===== src/rtl/linecard_ingress_scheduler.sv =====
// linecard_ingress_scheduler
//
// This module is a round-robin scheduler for the line card's ingress FIFOs.
// On each cycle it registers which ports have committed data that the
// reader has not yet consumed. It offers one such port at a time to the
// cascaded-URAM FIFO reader over a valid/ready handshake. After the reader
// accepts, the port is held busy until the reader reports the frame done.
// A busy-state watchdog and a port-reset abort make sure the scheduler
// never stalls on a dead port.
//
// Optional feature macro: LINECARD_SCHED_STATS_EN
//   When it is defined, the module keeps a saturating 32-bit grant counter
//   per port. These counters are read through stats_sel / stats_grants.
//
// Ports:
//   clk, rst          fabric clock, synchronous active-high reset
//   port_en           per-port scheduling enable
//   rd_ptr_reset      per-port FIFO reset (high = port held in reset)
//   rd_ptr            reader's per-port read pointers
//   wr_ptr_committed  committed per-port write pointers
//   grant_valid/ready offer handshake towards the reader
//   grant_port        offered port index
//   done, done_port   reader reports the end of the granted frame
//   abort             one-cycle pulse when service is cancelled
//   timeout           one-cycle pulse when the watchdog expires
//   proto_err         sticky flag for an unexpected done
//   stats_sel         (stats build) port whose grant count is read
//   stats_grants      (stats build) grant count of stats_sel, one cycle later

module linecard_ingress_scheduler #(
    parameter  int NUM_PORTS      = 24,
    parameter  int PTR_BITS       = 13,
    parameter  int TIMEOUT_CYCLES = 1024,
    localparam int PORT_BITS      = $clog2(NUM_PORTS)
) (
    input  logic                                clk,
    input  logic                                rst,
    input  logic [NUM_PORTS-1:0]                port_en,
    input  logic [NUM_PORTS-1:0]                rd_ptr_reset,
    input  logic [NUM_PORTS-1:0][PTR_BITS-1:0]  rd_ptr,
    input  logic [NUM_PORTS-1:0][PTR_BITS-1:0]  wr_ptr_committed,
    output logic                                grant_valid,
    input  logic                                grant_ready,
    output logic [PORT_BITS-1:0]                grant_port,
    input  logic                                done,
    input  logic [PORT_BITS-1:0]                done_port,
    output logic                                abort,
    output logic                                timeout,
`ifdef LINECARD_SCHED_STATS_EN
    input  logic [PORT_BITS-1:0]                stats_sel,
    output logic [31:0]                         stats_grants,
`endif
    output logic                                proto_err
);

    localparam int CNT_BITS = (TIMEOUT_CYCLES > 1) ? $clog2(TIMEOUT_CYCLES) : 1;
    localparam logic [CNT_BITS-1:0] CNT_LAST =
        CNT_BITS'((TIMEOUT_CYCLES == 0) ? 0 : TIMEOUT_CYCLES - 1);
    localparam logic [PORT_BITS-1:0] LAST_PORT = PORT_BITS'(NUM_PORTS - 1);

    typedef enum logic [1:0] {
        ST_IDLE,
        ST_OFFER,
        ST_BUSY
    } state_t;

    state_t                 state_q, state_d;
    logic [NUM_PORTS-1:0]   pending_q, pending_d;
    logic                   grant_valid_q, grant_valid_d;
    logic [PORT_BITS-1:0]   grant_port_q, grant_port_d;
    logic [PORT_BITS-1:0]   last_grant_q, last_grant_d;
    logic [CNT_BITS-1:0]    cnt_q, cnt_d;
    logic                   abort_q, abort_d;
    logic                   timeout_q, timeout_d;
    logic                   proto_err_q, proto_err_d;
    logic                   handshake;
    logic                   done_hit;
    logic                   port_in_reset;

`ifdef LINECARD_SCHED_STATS_EN
    logic [31:0]            stats_cnt_q [NUM_PORTS];
    logic [31:0]            stats_cnt_d [NUM_PORTS];
    logic [31:0]            stats_grants_q;
`endif

    // The round-robin search begins at the port after the last grant and
    // wraps around, so the first pending port found in that order wins.
    function automatic logic [PORT_BITS-1:0] rr_pick(
        input logic [NUM_PORTS-1:0] req,
        input logic [PORT_BITS-1:0] last
    );
        logic [PORT_BITS-1:0] pick;
        logic                 found;
        logic [PORT_BITS:0]   idx;
        pick  = '0;
        found = 1'b0;
        for (int k = 1; k <= NUM_PORTS; k++) begin
            idx = {1'b0, last} + (PORT_BITS+1)'(k);
            if (idx >= (PORT_BITS+1)'(NUM_PORTS)) begin
                idx = idx - (PORT_BITS+1)'(NUM_PORTS);
            end
            if (!found && req[idx[PORT_BITS-1:0]]) begin
                found = 1'b1;
                pick  = idx[PORT_BITS-1:0];
            end
        end
        return pick;
    endfunction

    // This block holds the next-state logic. A port is pending when it is
    // enabled, out of reset, and has unread committed data. An equality test
    // on the pointers is enough, so pointer wrap needs no special handling.
    // In BUSY, a matching done always wins over port reset and watchdog
    // expiry, so a frame that finishes on time is never reported as aborted.
    always_comb begin
        state_d       = state_q;
        grant_valid_d = grant_valid_q;
        grant_port_d  = grant_port_q;
        last_grant_d  = last_grant_q;
        cnt_d         = cnt_q;
        abort_d       = 1'b0;
        timeout_d     = 1'b0;
        proto_err_d   = proto_err_q;

        for (int i = 0; i < NUM_PORTS; i++) begin
            pending_d[i] = port_en[i] & ~rd_ptr_reset[i] &
                           (wr_ptr_committed[i] != rd_ptr[i]);
        end

        port_in_reset = rd_ptr_reset[grant_port_q];
        handshake     = (state_q == ST_OFFER) && grant_valid_q && grant_ready &&
                        !port_in_reset;
        done_hit      = done && (state_q == ST_BUSY) && (done_port == grant_port_q);

        if (done && !done_hit) begin
            proto_err_d = 1'b1;
        end

        case (state_q)
            ST_IDLE: begin
                if (|pending_q) begin
                    grant_port_d  = rr_pick(pending_q, last_grant_q);
                    grant_valid_d = 1'b1;
                    state_d       = ST_OFFER;
                end
            end
            ST_OFFER: begin
                if (port_in_reset) begin
                    grant_valid_d = 1'b0;
                    abort_d       = 1'b1;
                    state_d       = ST_IDLE;
                end else if (handshake) begin
                    grant_valid_d = 1'b0;
                    last_grant_d  = grant_port_q;
                    cnt_d         = '0;
                    state_d       = ST_BUSY;
                end
            end
            ST_BUSY: begin
                cnt_d = cnt_q + 1'b1;
                if (done_hit) begin
                    state_d = ST_IDLE;
                end else if (port_in_reset) begin
                    abort_d = 1'b1;
                    state_d = ST_IDLE;
                end else if ((TIMEOUT_CYCLES != 0) && (cnt_q == CNT_LAST)) begin
                    abort_d   = 1'b1;
                    timeout_d = 1'b1;
                    state_d   = ST_IDLE;
                end
            end
            default: begin
                grant_valid_d = 1'b0;
                state_d       = ST_IDLE;
            end
        endcase
    end

`ifdef LINECARD_SCHED_STATS_EN
    // The grant counters count accepted handshakes only, and each one
    // saturates instead of wrapping around.
    always_comb begin
        stats_cnt_d = stats_cnt_q;
        if (handshake && (stats_cnt_q[grant_port_q] != 32'hFFFF_FFFF)) begin
            stats_cnt_d[grant_port_q] = stats_cnt_q[grant_port_q] + 32'd1;
        end
    end
`endif

    // All scheduler state and registered outputs live in this block. After
    // reset, last_grant points at the highest port, so port 0 wins first.
    always_ff @(posedge clk) begin
        if (rst) begin
            state_q       <= ST_IDLE;
            pending_q     <= '0;
            grant_valid_q <= 1'b0;
            grant_port_q  <= '0;
            last_grant_q  <= LAST_PORT;
            cnt_q         <= '0;
            abort_q       <= 1'b0;
            timeout_q     <= 1'b0;
            proto_err_q   <= 1'b0;
`ifdef LINECARD_SCHED_STATS_EN
            for (int i = 0; i < NUM_PORTS; i++) begin
                stats_cnt_q[i] <= 32'd0;
            end
            stats_grants_q <= 32'd0;
`endif
        end else begin
            state_q       <= state_d;
            pending_q     <= pending_d;
            grant_valid_q <= grant_valid_d;
            grant_port_q  <= grant_port_d;
            last_grant_q  <= last_grant_d;
            cnt_q         <= cnt_d;
            abort_q       <= abort_d;
            timeout_q     <= timeout_d;
            proto_err_q   <= proto_err_d;
`ifdef LINECARD_SCHED_STATS_EN
            stats_cnt_q    <= stats_cnt_d;
            stats_grants_q <= stats_cnt_q[stats_sel];
`endif
        end
    end

    assign grant_valid = grant_valid_q;
    assign grant_port  = grant_port_q;
    assign abort       = abort_q;
    assign timeout     = timeout_q;
    assign proto_err   = proto_err_q;
`ifdef LINECARD_SCHED_STATS_EN
    assign stats_grants = stats_grants_q;
`endif

endmodule


===== config.mk =====
export PLATFORM = sky130hd
export DESIGN_NAME = linecard_ingress_scheduler
export DESIGN_NICKNAME = d
export VERILOG_FILES = /design/src/rtl/linecard_ingress_scheduler.sv
export SDC_FILE = /design/constraint.sdc
export NUM_CORES = 1
export LEC_CHECK = 0
export ABC_CLOCK_PERIOD_IN_PS = 5920
export CORE_AREA = 3 3 268 270
export CTS_CLUSTER_SIZE = 40
export DETAILED_ROUTE_END_ITERATION = 10
export DIE_AREA = 0 0 271 273
export GPL_TIMING_DRIVEN = 0
export PLACE_DENSITY = 0.37
export RECOVER_POWER = 25
export SLEW_MARGIN = 30
export SYNTH_ARGS = -nofsm -noshare
export SYNTH_HDL_FRONTEND = slang
export SYNTH_SLANG_ARGS = --single-unit

===== constraint.sdc =====
create_clock -name clk -period 5.92 [get_ports clk]
set_input_delay 1.184 -clock clk [delete_from_list [all_inputs] [get_ports clk]]
set_output_delay 1.184 -clock clk [all_outputs]
set_load 0.03 [all_outputs]

==> results.sh <==
export IMPL_timing_rr_start="last_grant_q[1]$_SDFFE_PP1P_"
export IMPL_globalplace_congestion=0.982
export IMPL_finalCriticalPeriod_ns=5.77
export IMPL_finalCritPeriodShare_pct=97.5
export IMPL_drive_gt1_share_pct=8.36
export IMPL_cellLeakagePower_uw=0.00688
export IMPL_yosys_area_share_simple_pct=23.8
export IMPL_yosysSeqAreaShare_pct=8.96
export IMPL_cts_sinks=50
export IMPL_hold_class="reg2reg"
export IMPL_drt_initial_drc_count=1638
export IMPL_vias=14651
export IMPL_finalHoldViolCount=0
export IMPL_initial_core_util_pct=16.0
export IMPL_cp_slowest_stage_delay_ns=0.60
export IMPL_cp_start_kind="register"
export IMPL_hpwlAfterDp_um=93200
export IMPL_grt_max_degree=20
export IMPL_powerDensity_nw_per_um2=197
export IMPL_setup_viol=0
export IMPL_p_sw_uw=1980
export IMPL_syn_inst=1378
export IMPL_synth_warnings=0
export IMPL_final_seq_area_um2=1010
export IMPL_synth_edff_count=0
export IMPL_swShare_pct=51.3
export IMPL_status="complete, no violations"
export IMPL_synth_fa_ha_area_share_pct=3.58
export IMPL_drt_first_pass_iters=5
export IMPL_synth_largest_area_cell="xnor2_1"
export IMPL_critPathCapture="grant_port[2]$_SDFFE_PP0P_"
export IMPL_detail_route_antenna_nets=0
export IMPL_cts_tree="built"
export IMPL_ios=690
export IMPL_timing_hold_ws_ns=0.474
export IMPL_cp_startpoint="last_grant_q[1]$_SDFFE_PP1P_"
export IMPL_synth_top_cell_area_share_pct=15.0
export IMPL_dieArea_um2=74000
export IMPL_syn_nets=2091
export IMPL_setup_ws_ns=0.146
export IMPL_synth_ff_type="dfxtp_1"
export IMPL_fillers=7490
export IMPL_worst_pin_slew_ns=1.02
export IMPL_fp_dieH_um=273
export IMPL_cp_slowest_cell="nor2_1"
export IMPL_wirelength_um=103000
export IMPL_pwr_share_clk_pct=7.6
export IMPL_crit_type="reg2reg"
export IMPL_pwr_share_comb_pct=81.2
export IMPL_grt_pass1_vias=14677
export IMPL_core_area_um2=69800
export IMPL_finalClockSkew_ns=0.00490
export IMPL_relSlewSlack_pct=31.7
export IMPL_cp_cell_sequence="buf_8 > buf_4 > clkinvlp_4 > buf_4 > ha_1 > buf_6 > buf_2 > mux2i_1 > mux4_2 > a221oi_1 > nor3_1 > nand4_1 > nor2_1 > mux2_2 > a211oi_1 > o21ai_0 > a211oi_1 > o21ai_1 > a21o_1"
export IMPL_path_clk_slew_ns=0.07
export IMPL_r2r_end="grant_port[2]$_SDFFE_PP0P_"
export IMPL_muxShareOfSynthArea_pct=14.0
export IMPL_num_rows=97
export IMPL_critPathMaxFanout=19
export IMPL_dp_slack_ns=-1.23
export IMPL_sequentialPowerShare_pct=11.2
export IMPL_syn2layout_area_growth_pct=75.8
export IMPL_syn_avg_cell_area_um2=8.11
export IMPL_dieWidth_um=271
export IMPL_final_util_pct=28.1
export IMPL_drt_vias_per_instance=4.82
export IMPL_numCtsBuffers=5
export IMPL_synth_xor_area_share_pct=27.8
export IMPL_synth_area_um2=11200
export IMPL_root_buffer="clkbuf_16"
export IMPL_r2r_cells=19
export IMPL_synthArstFlopShare_pct=0
export IMPL_ys_types=97
export IMPL_multi_input_area_um2=9840
export IMPL_antenna_found_initial=45
export IMPL_synth_top_family_by_area="XOR/XNOR gates"
export IMPL_wire_per_inst_um=34.0
export IMPL_nNetsFinal=2795
export IMPL_synth_compound_area_share_pct=18.0
export IMPL_htreeDepth=2
export IMPL_maxCapViolations=0
export IMPL_arrival_ns=5.97
export IMPL_grt_total_usage_pct=26.8
export IMPL_ctsHoldBuffers=0
export IMPL_maxSlewViolCount=0
export IMPL_peakVddDrop_v=0.000107
export IMPL_fmax_mhz=173
export IMPL_cts_max_path_buffers=2
export IMPL_p_int_uw=1880
export IMPL_grt_remaining_overflow=0
export IMPL_crit_required_ns=6.12
export IMPL_grt_pass1_wl_um=135000
export IMPL_dpl_cell_area_um2=19200
export IMPL_synth_seq_cells=50
export IMPL_fin_setup_tns_ns=0
export IMPL_cp_end_kind="register"
export IMPL_ys_top_cells_by_area="xnor2_1 (15%), xor2_1 (12%), dfxtp_1 (9.0%)"
export IMPL_io_buffers=688
export IMPL_clock_latency_ns=0.30
export IMPL_r2r_setup_slack_ns=0.15
export IMPL_drcViolationCount=0
export IMPL_finalInstanceArea_um2=19600
==> layout make-up <==
cell class                      instances  area share [%]
Antenna cell                           18           0.229
Clock buffer                            5           0.637
Sequential cell                        50            5.13
Multi-Input combinational cell       1235            50.1
Timing Repair Buffer                  698            35.4
Clock inverter                          2          0.0765
Inverter                               36           0.739
Buffer                                 56            1.64
Tap cell                              940            5.99
==> cell families after synthesis <==
family / after synthesis
adders and majority gates: 32
muxes: 104
xor gates and xnor gates: 351
DFF: 50
buffers and inverters: 93
and+or+nand+nor: 466
AOI/OAI and AO/OA: 282
==> synthesized netlist by cell type, types with 26 or more instances <==
library cell / instances
a21oi_1: 59
dfxtp_1: 50
ha_1: 32
inv_1: 32
mux2_2: 26
mux2i_1: 37
mux4_2: 36
nand2_1: 75
nand3_1: 31
nand4_1: 61
nor2_1: 79
nor3_1: 28
nor4_1: 69
o21ai_0: 45
xnor2_1: 191
xor2_1: 158
==> per-stage QoR <==
stage / instances / total power, uW
3_3_place_gp: 3006 / 3460
3_5_place_dp: 3006 / 3450
4_1_cts: 3017 / 3790
2_1_floorplan: 1378 / 2090
5_1_grt: 3036 / 4090
6_report: 3040 / 3860
==> how the worst min path moves through the flow <==
| stage | cells past startpoint | slack, ns | from | to |
|---|---|---|---|---|
| final | 2 | 0.47 | proto_err$_SDFFE_PP0P_ | proto_err$_SDFFE_PP0P_ |
| after global routing | 2 | 0.52 | proto_err$_SDFFE_PP0P_ | proto_err$_SDFFE_PP0P_ |
| after CTS | 2 | 0.48 | proto_err$_SDFFE_PP0P_ | proto_err$_SDFFE_PP0P_ |
| after detailed placement | 2 | 0.47 | proto_err$_SDFFE_PP0P_ | proto_err$_SDFFE_PP0P_ |
| after global placement | 2 | 0.45 | proto_err$_SDFFE_PP0P_ | proto_err$_SDFFE_PP0P_ |
| after floorplan | 2 | 0.46 | cnt_q[1]$_SDFFE_PP0P_ | cnt_q[1]$_SDFFE_PP0P_ |
==> worst max-delay path: cells and delay by family, from the launching register on <==
family | cells | cell delay [ns]
multiplexers | 3 | 1.14
flip-flops | 1 | 0.45
buffers and inverters | 6 | 1.48
adder cells (fa/ha/maj) | 1 | 0.29
AND/OR/NAND/NOR | 3 | 1.11
AO/OA/AOI/OAI | 6 | 1.16
==> power groups by stage <==
stage,sequential [uW],combinational [uW],clock (uW)
after global routing,438,3330,317
after CTS,434,3050,302
after detailed placement,441,3010,0
after floorplan,439,1650,0
after global placement,441,3020,0
final,433,3140,292
==> cells in the final DEF, fill, tap and decap left out, types with 15 or more instances in the layout <==
cell,n
clkdlybuf4s50_1,674
xnor2_1,190
xor2_1,158
nor2_1,79
nand2_1,75
nor4_1,67
nand4_1,61
a21oi_1,59
dfxtp_1,47
o21ai_0,45
mux4_2,36
mux2i_1,36
inv_1,31
nand3_1,31
ha_1,30
nor3_1,27
mux2_2,26
nor4b_1,24
clkbuf_1,21
diode_2,18
buf_4,17
a21o_1,17
a211oi_1,17
buf_2,15
==> per-layer routing <==
layer | routed length (um) | track usage, % | vias to the layer above
met5 | 13 | 0 | -
met4 | 2580 | 5.92 | 2
met3 | 8870 | 7.84 | 120
met2 | 47100 | 43.3 | 724
met1 | 44700 | 35.1 | 7200
li1 | - | - | 6605
==> flip-flops by register name, summed over array words and instances, names as in the netlist <==
| name | flops |
|---|---|
| last_grant_q | 5 |
| timeout | 1 |
| pending_q | 24 |
| grant_valid | 1 |
| cnt_q | 10 |
| proto_err | 1 |
| abort | 1 |
| state_q | 2 |
| grant_port | 5 |
==> repair_timing <==
| action | in CTS | in global routing |
|---|---|---|
| gates resized for setup | 15 | 17 |
| setup endpoints to repair | 5 | 5 |
| setup buffers | 5 | 5 |
| pin swaps | 1 | 3 |
No activity file was read; power rests on OpenSTA's default activity.
